$ cat src/rtl/urv_timer_cmp.sv
// -----------------------------------------------------------------------------
// urv_timer_cmp
//   Free-running cycle counter, prescaled tick counter with a writable time
//   base, and g_num_compare sticky/maskable compare interrupts behind a small
//   32-bit register port.
//
// Ports
//   clk_i          system clock
//   rst_n_i        synchronous reset, active low
//   addr_i         byte address, bits [1:0] ignored
//   data_i         write data
//   we_i / re_i    single-cycle write / read strobes
//   data_o         read data, valid the cycle after re_i, held otherwise
//   csr_time_o     current tick count
//   csr_cycles_o   free-running cycle count
//   sys_tick_o     one-cycle pulse per tick
//   irq_o          registered OR of (pending & mask)
//
// Register map (word index = addr_i[5:2])
//   0x00 CTRL (bit0 enable)   0x04 TIME_LO   0x08 TIME_HI
//   0x0C PENDING (W1C)        0x10 MASK
//   0x20+8n CMPn_LO           0x24+8n CMPn_HI
// -----------------------------------------------------------------------------
module urv_timer_cmp #(
    parameter int unsigned g_width           = 64,
    parameter int unsigned g_num_compare     = 2,
    parameter int unsigned g_clock_frequency = 62500000,
    parameter int unsigned g_timer_frequency = 1000
) (
    input  logic               clk_i,
    input  logic               rst_n_i,
    input  logic [5:0]         addr_i,
    input  logic [31:0]        data_i,
    input  logic               we_i,
    input  logic               re_i,
    output logic [31:0]        data_o,
    output logic [g_width-1:0] csr_time_o,
    output logic [g_width-1:0] csr_cycles_o,
    output logic               sys_tick_o,
    output logic               irq_o
);

    localparam int unsigned C_DIV      = g_clock_frequency / g_timer_frequency;
    localparam int unsigned C_PW       = (C_DIV > 1) ? $clog2(C_DIV) : 1;
    localparam int unsigned C_HW       = g_width - 32;
    localparam int unsigned C_NC       = g_num_compare;
    localparam int unsigned C_CMP_WORD = 8;

    localparam logic [C_PW-1:0] C_PRESC_MAX = C_PW'(C_DIV - 1);

    localparam logic [3:0] A_CTRL    = 4'h0;
    localparam logic [3:0] A_TIME_LO = 4'h1;
    localparam logic [3:0] A_TIME_HI = 4'h2;
    localparam logic [3:0] A_PENDING = 4'h3;
    localparam logic [3:0] A_MASK    = 4'h4;

    // Reject parameter sets outside the supported range at elaboration.
    if (g_width < 33 || g_width > 64) begin : g_bad_width
        $error("urv_timer_cmp: g_width must be in 33..64");
    end
    if (g_num_compare < 1 || g_num_compare > 4) begin : g_bad_ncmp
        $error("urv_timer_cmp: g_num_compare must be in 1..4");
    end
    if (C_DIV < 1) begin : g_bad_div
        $error("urv_timer_cmp: clock/timer frequency ratio must be >= 1");
    end

    logic [C_PW-1:0]    presc_q,   presc_d;
    logic               tick_q,    tick_d;
    logic [g_width-1:0] time_q,    time_d;
    logic [g_width-1:0] cycles_q,  cycles_d;
    logic               enable_q,  enable_d;
    logic [g_width-1:0] cmp_q [C_NC];
    logic [g_width-1:0] cmp_d [C_NC];
    logic [C_NC-1:0]    pending_q, pending_d;
    logic [C_NC-1:0]    mask_q,    mask_d;
    logic [C_HW-1:0]    shadow_q,  shadow_d;
    logic [31:0]        data_q,    data_d;
    logic               irq_q,     irq_d;

    logic [3:0]         word;
    logic               unused_addr;

    assign word        = addr_i[5:2];
    assign unused_addr = ^addr_i[1:0];

    // Next-state logic for counters, register writes, compares and reads.
    always_comb begin
        presc_d   = presc_q;
        tick_d    = 1'b0;
        time_d    = time_q;
        cycles_d  = cycles_q + g_width'(1);
        enable_d  = enable_q;
        cmp_d     = cmp_q;
        pending_d = pending_q;
        mask_d    = mask_q;
        shadow_d  = shadow_q;
        data_d    = data_q;
        irq_d     = |(pending_q & mask_q);

        // Prescaler only runs while enabled; time advances on the same edge
        // that raises sys_tick_o.
        if (enable_q) begin
            if (presc_q == C_PRESC_MAX) begin
                presc_d = '0;
                tick_d  = 1'b1;
            end else begin
                presc_d = presc_q + C_PW'(1);
            end
        end
        if (tick_d) begin
            time_d = time_q + g_width'(1);
        end

        // A time write replaces the whole next value, so a coincident tick is lost.
        if (we_i) begin
            case (word)
                A_CTRL:    enable_d = data_i[0];
                A_TIME_LO: time_d   = {time_q[g_width-1:32], data_i};
                A_TIME_HI: time_d   = {data_i[C_HW-1:0], time_q[31:0]};
                A_PENDING: pending_d = pending_q & ~data_i[C_NC-1:0];
                A_MASK:    mask_d   = data_i[C_NC-1:0];
                default: ;
            endcase
            for (int n = 0; n < int'(C_NC); n++) begin
                if (word == 4'(C_CMP_WORD + 2 * n)) begin
                    cmp_d[n][31:0] = data_i;
                end
                if (word == 4'(C_CMP_WORD + 2 * n + 1)) begin
                    cmp_d[n][g_width-1:32] = data_i[C_HW-1:0];
                end
            end
        end

        // Compare sets after the W1C clear so that set wins a same-cycle race.
        for (int n = 0; n < int'(C_NC); n++) begin
            if (time_q >= cmp_q[n]) begin
                pending_d[n] = 1'b1;
            end
        end

        // Reads see pre-write state; a TIME_LO read snapshots the upper half.
        if (re_i) begin
            data_d = '0;
            case (word)
                A_CTRL:    data_d = {31'b0, enable_q};
                A_TIME_LO: begin
                    data_d   = time_q[31:0];
                    shadow_d = time_q[g_width-1:32];
                end
                A_TIME_HI: data_d = 32'(shadow_q);
                A_PENDING: data_d = 32'(pending_q);
                A_MASK:    data_d = 32'(mask_q);
                default: ;
            endcase
            for (int n = 0; n < int'(C_NC); n++) begin
                if (word == 4'(C_CMP_WORD + 2 * n)) begin
                    data_d = cmp_q[n][31:0];
                end
                if (word == 4'(C_CMP_WORD + 2 * n + 1)) begin
                    data_d = 32'(cmp_q[n][g_width-1:32]);
                end
            end
        end
    end

    // State registers; reset discards any access in the same cycle.
    always_ff @(posedge clk_i) begin
        if (!rst_n_i) begin
            presc_q   <= '0;
            tick_q    <= 1'b0;
            time_q    <= '0;
            cycles_q  <= '0;
            enable_q  <= 1'b1;
            for (int n = 0; n < int'(C_NC); n++) begin
                cmp_q[n] <= '1;
            end
            pending_q <= '0;
            mask_q    <= '0;
            shadow_q  <= '0;
            data_q    <= '0;
            irq_q     <= 1'b0;
        end else begin
            presc_q   <= presc_d;
            tick_q    <= tick_d;
            time_q    <= time_d;
            cycles_q  <= cycles_d;
            enable_q  <= enable_d;
            cmp_q     <= cmp_d;
            pending_q <= pending_d;
            mask_q    <= mask_d;
            shadow_q  <= shadow_d;
            data_q    <= data_d;
            irq_q     <= irq_d;
        end
    end

    assign data_o       = data_q;
    assign csr_time_o   = time_q;
    assign csr_cycles_o = cycles_q;
    assign sys_tick_o   = tick_q;
    assign irq_o        = irq_q;

endmodule
$ cat config.mk
export PLATFORM = sky130hd
export DESIGN_NAME = urv_timer_cmp
export DESIGN_NICKNAME = d
export VERILOG_FILES = /design/src/rtl/urv_timer_cmp.sv
export SDC_FILE = /design/constraint.sdc
export NUM_CORES = 1
export LEC_CHECK = 0
export ABC_AREA = 1
export ABC_CLOCK_PERIOD_IN_PS = 2700
export CAP_MARGIN = 40
export CORE_UTILIZATION = 50
export CTS_CLUSTER_DIAMETER = 100
export DETAILED_ROUTE_END_ITERATION = 12
export PLACE_DENSITY = 0.72
export SLEW_MARGIN = 15
export SYNTH_ARGS = -nofsm -noshare
export SYNTH_HDL_FRONTEND = slang
export SYNTH_SLANG_ARGS = --single-unit
$ cat constraint.sdc
create_clock -name clk_i -period 2.7 [get_ports clk_i]
set_input_delay 0.27 -clock clk_i [delete_from_list [all_inputs] [get_ports clk_i]]
set_output_delay 0.27 -clock clk_i [all_outputs]
set_load 0.02 [all_outputs]
==> reports/qor.csv <==
stage;metric;value;unit
clock_tree;cts_root_buf;clkbuf_16;
global_routing;grt_util_all_layers;37.44;%
routing;drt-total-wl;77.12;mm
floorplan;core;39010;µm²
floorplan;dieHeight;201.9;µm
synthesis;seq_area_frac_synth;34.36;%
power_and_ir_drop;ir_worst_vdd;0.5603;mV
synthesis;muxShareOfSynthArea;0;%
synthesis;yosys.area_share.simple;23.68;%
floorplan;num_rows;72;
synthesis;synth_edf_count;0;
setup_path;crit_chain;ha_1 > nand4_1 > nor2_1 > nand3_2 > inv_2 > nand2_1 > buf_4 > nor3_1 > or2_2 > nand3_1 > a31oi_1;
timing;finalSetupTns;0;ns
floorplan;initial_utilization;51.24;%
synthesis;ys_types;53;
synthesis;netlist.area_leader.share;34.36;%
synthesis;synth_fa_ha_area_share;8.201;%
timing;rsz0062_at_grt;no;
synthesis;synth.avg_cell_area;7.171;µm²
global_routing;antenna_found_initial;0;
status;outcome;finished, final reports clean;
timing;slew_headroom;40.16;%
routing;drt-initial-drc-count;2117;
synthesis;synth_xor_area_share;1.096;%
setup_path;arrival;3.00;ns
clock_tree;clock_latency;0.57;ns
cells_and_area;final_common_cell;nand2_1;
clock_tree;clockBufferDepth;3;
job;drv_cap;0;
global_routing;grt_max_degree;132;
timing;finalHoldViolCount;0;
routing;drt_drc_violations_left;0;
place;portBuffers;201;
routing;drt.antenna.violating_nets;0;
floorplan;dieWidth;201.9;µm
clock_tree;post_cts_buffers;0;
place;hpwl;57.25;mm
timing;period_share;92.86;%
floorplan;die-area;40780;µm²
power_and_ir_drop;p_per_area;482.7;nW/µm²
clock_tree;htree_num_levels;2;
synthesis;synth_compound_area_share;22.39;%
synthesis;synthesis.area;19990;µm²
setup_path;critPathLaunchType;flop;
cells_and_area;fin_cells;3563;
cells_and_area;layout_common_cells;nand2_1 (462), inv_1 (412), dfxtp_1 (342);
clock_tree;clk_pin_slew;0.07;ns
clock_tree;clock-sinks;343;
synthesis;ys_seq_elements;343;
routing;vias_per_cell;6.048;
clock_tree;cts_buffers;40;
timing;tightest_slew;0.8893;ns
synthesis;synthArstFlopShare;0;%
setup_path;required;3.20;ns
cells_and_area;area_growth;21.76;%
timing;setup_viol;0;
global_routing;grt_pass1_wl;118.7;mm
place;placed_cells;3494;
timing;fmax;398.9;MHz
global_routing;grt_pass1_vias;20730;
setup_path;cp_max_fo;8;
setup_path;slowest_delay;0.37;ns
synthesis;yosys-top-cells-area;dfxtp_1 (34%), nand2_1 (8.8%), ha_1 (8.2%);
setup_path;slowest_stage;dfxtp_1;
routing;dr_total_vias;21550;
timing;clock_skew;0.02729;ns
setup_path;end_kind;flop;
power_and_ir_drop;leakagePower;10.56;nW
clock_tree;cts_tree;done;
hold_path;hp-class;in2reg;
timing;period_minus_slack;2.507;ns
routing;drtPass1Iterations;6;
synthesis;synth_top_family_by_area;simple AND/OR/NAND/NOR gates;
synthesis;ys_warn_count;0;
global_routing;grt_overflow_total;0;
synthesis;syn_inst;2787;
setup_path;crit_type;reg2reg;
place;place.gp.congestion;0.9797;
cells_and_area;drive_gt1_share;8.342;%
synthesis;synth_fp_nets;2960;
synthesis;yosys.area.top_type;dfxtp_1;
routing;wire_per_inst;21.65;µm
floorplan;ioPinCount;204;
cells_and_area;n_antenna_cell;0;
synthesis;synthFlopType;dfxtp_1;
cells_and_area;final_net_count;3191;
clock_tree;cts_hold_buf;0;
timing;maxSlewViolCount;0;
[final timing paths]
check | startpoint | endpoint | slack, ns | cells past startpoint
max reg2reg | presc_q[0]$_SDFFE_PN0P_ | csr_time_o[29]$_SDFFE_PN0P_ | 0.19 | 11
min | rst_n_i | cmp_q[123]$_SDFFE_PN1P_ | 0.06 | 2
min reg2reg | shadow_q[5]$_SDFFE_PN0P_ | shadow_q[5]$_SDFFE_PN0P_ | 0.45 | 2
max | presc_q[0]$_SDFFE_PN0P_ | csr_time_o[29]$_SDFFE_PN0P_ | 0.19 | 11
[routing by layer]
metal / global-route usage (%) / wire length (µm)
met5: 0 / 0
met4: 19.78 / 4135
met3: 5.563 / 6719
met2: 62.19 / 35620
met1: 46.82 / 30640
[cell type report]
| cell class | instances | area (µm²) |
|---|---|---|
| Clock inverter | 8 | 93.84 |
| Clock buffer | 61 | 1181 |
| Fill cell | 3600 | 14670 |
| Timing Repair Buffer | 309 | 2877 |
| Multi-Input combinational cell | 1902 | 11080 |
| Tap cell | 518 | 648.1 |
| Sequential cell | 343 | 6868 |
| Inverter | 422 | 1584 |
[cells by family (layout without fill, tap and decap cells)]
kind of cell / count (synthesis) / count (layout)
adders and majority gates: 131 / 131
and+or+nand+nor: 1025 / 1025
buffers and inverters: 542 / 800
AOI/OAI and AO/OA: 721 / 721
DFF: 343 / 343
xor gates and xnor gates: 25 / 25
[worst max-delay path: cells and delay by family (launching register included)]
kind	cells	cell delay [ns]
DFF	1	0.37
and+or+nand+nor	7	1.27
adders and majority gates	1	0.23
AOI/OAI and AO/OA	1	0.16
buffers and inverters	2	0.42
[repair_timing]
action	4_1_cts	5_1_grt
setup endpoints to repair	0	1
resized for setup	0	1
hold endpoints to repair	0	0
[flip-flops by register name, indices dropped and copies added (netlist names)]
| register | flops |
|---|---|
| mask_q | 2 |
| irq_o | 1 |
| sys_tick_o | 1 |
| csr_time_o | 64 |
| enable_q | 1 |
| cmp_q | 128 |
| shadow_q | 32 |
| presc_q | 16 |
| data_o | 32 |
| csr_cycles_o | 64 |
| pending_q | 2 |
[power breakdown]
| group | switching (mW) | internal, mW |
|---|---|---|
| Sequential | 0.115 | 5.18 |
| Combinational | 0.661 | 0.376 |
| Clock | 2.22 | 3.19 |
[Yosys cell counts, types with 4 or more instances]
library cell / number
nand2_4: 4
dfxtp_1: 343
o221ai_1: 158
and3_1: 13
inv_1: 413
nand3_1: 106
clkbuf_1: 102
a31oi_1: 24
inv_2: 7
nor2_4: 8
xnor2_1: 8
or2_2: 8
nor2_2: 13
xor2_1: 17
o21ai_0: 209
nand2_1: 466
nor4_1: 16
nor2_1: 202
o2111ai_1: 6
nand2_2: 9
a221oi_1: 10
nor3_1: 86
o21a_1: 10
nor3b_1: 4
o22ai_1: 26
buf_2: 11
nor3_2: 7
nand3_2: 4
o211ai_1: 34
buf_1: 5
ha_1: 131
nand4_1: 59
a21oi_1: 230
[through the flow]
stage	power [mW]	hold WS [ns]	setup WS (ns)	instance area [µm²]	utilization (%)
floorplan	5.935	0.4236	0.6323	19990	-
global route	12.12	0.06463	0.02785	24340	62.39
global placement	6.386	0.4322	0.2918	23060	59.12
finish	11.75	0.06426	0.1929	24340	62.39
CTS	11.77	0.04026	0.2094	24330	62.38
detailed placement	6.410	0.4404	0.2155	23060	59.12
Power figures use the tool's default switching activity.
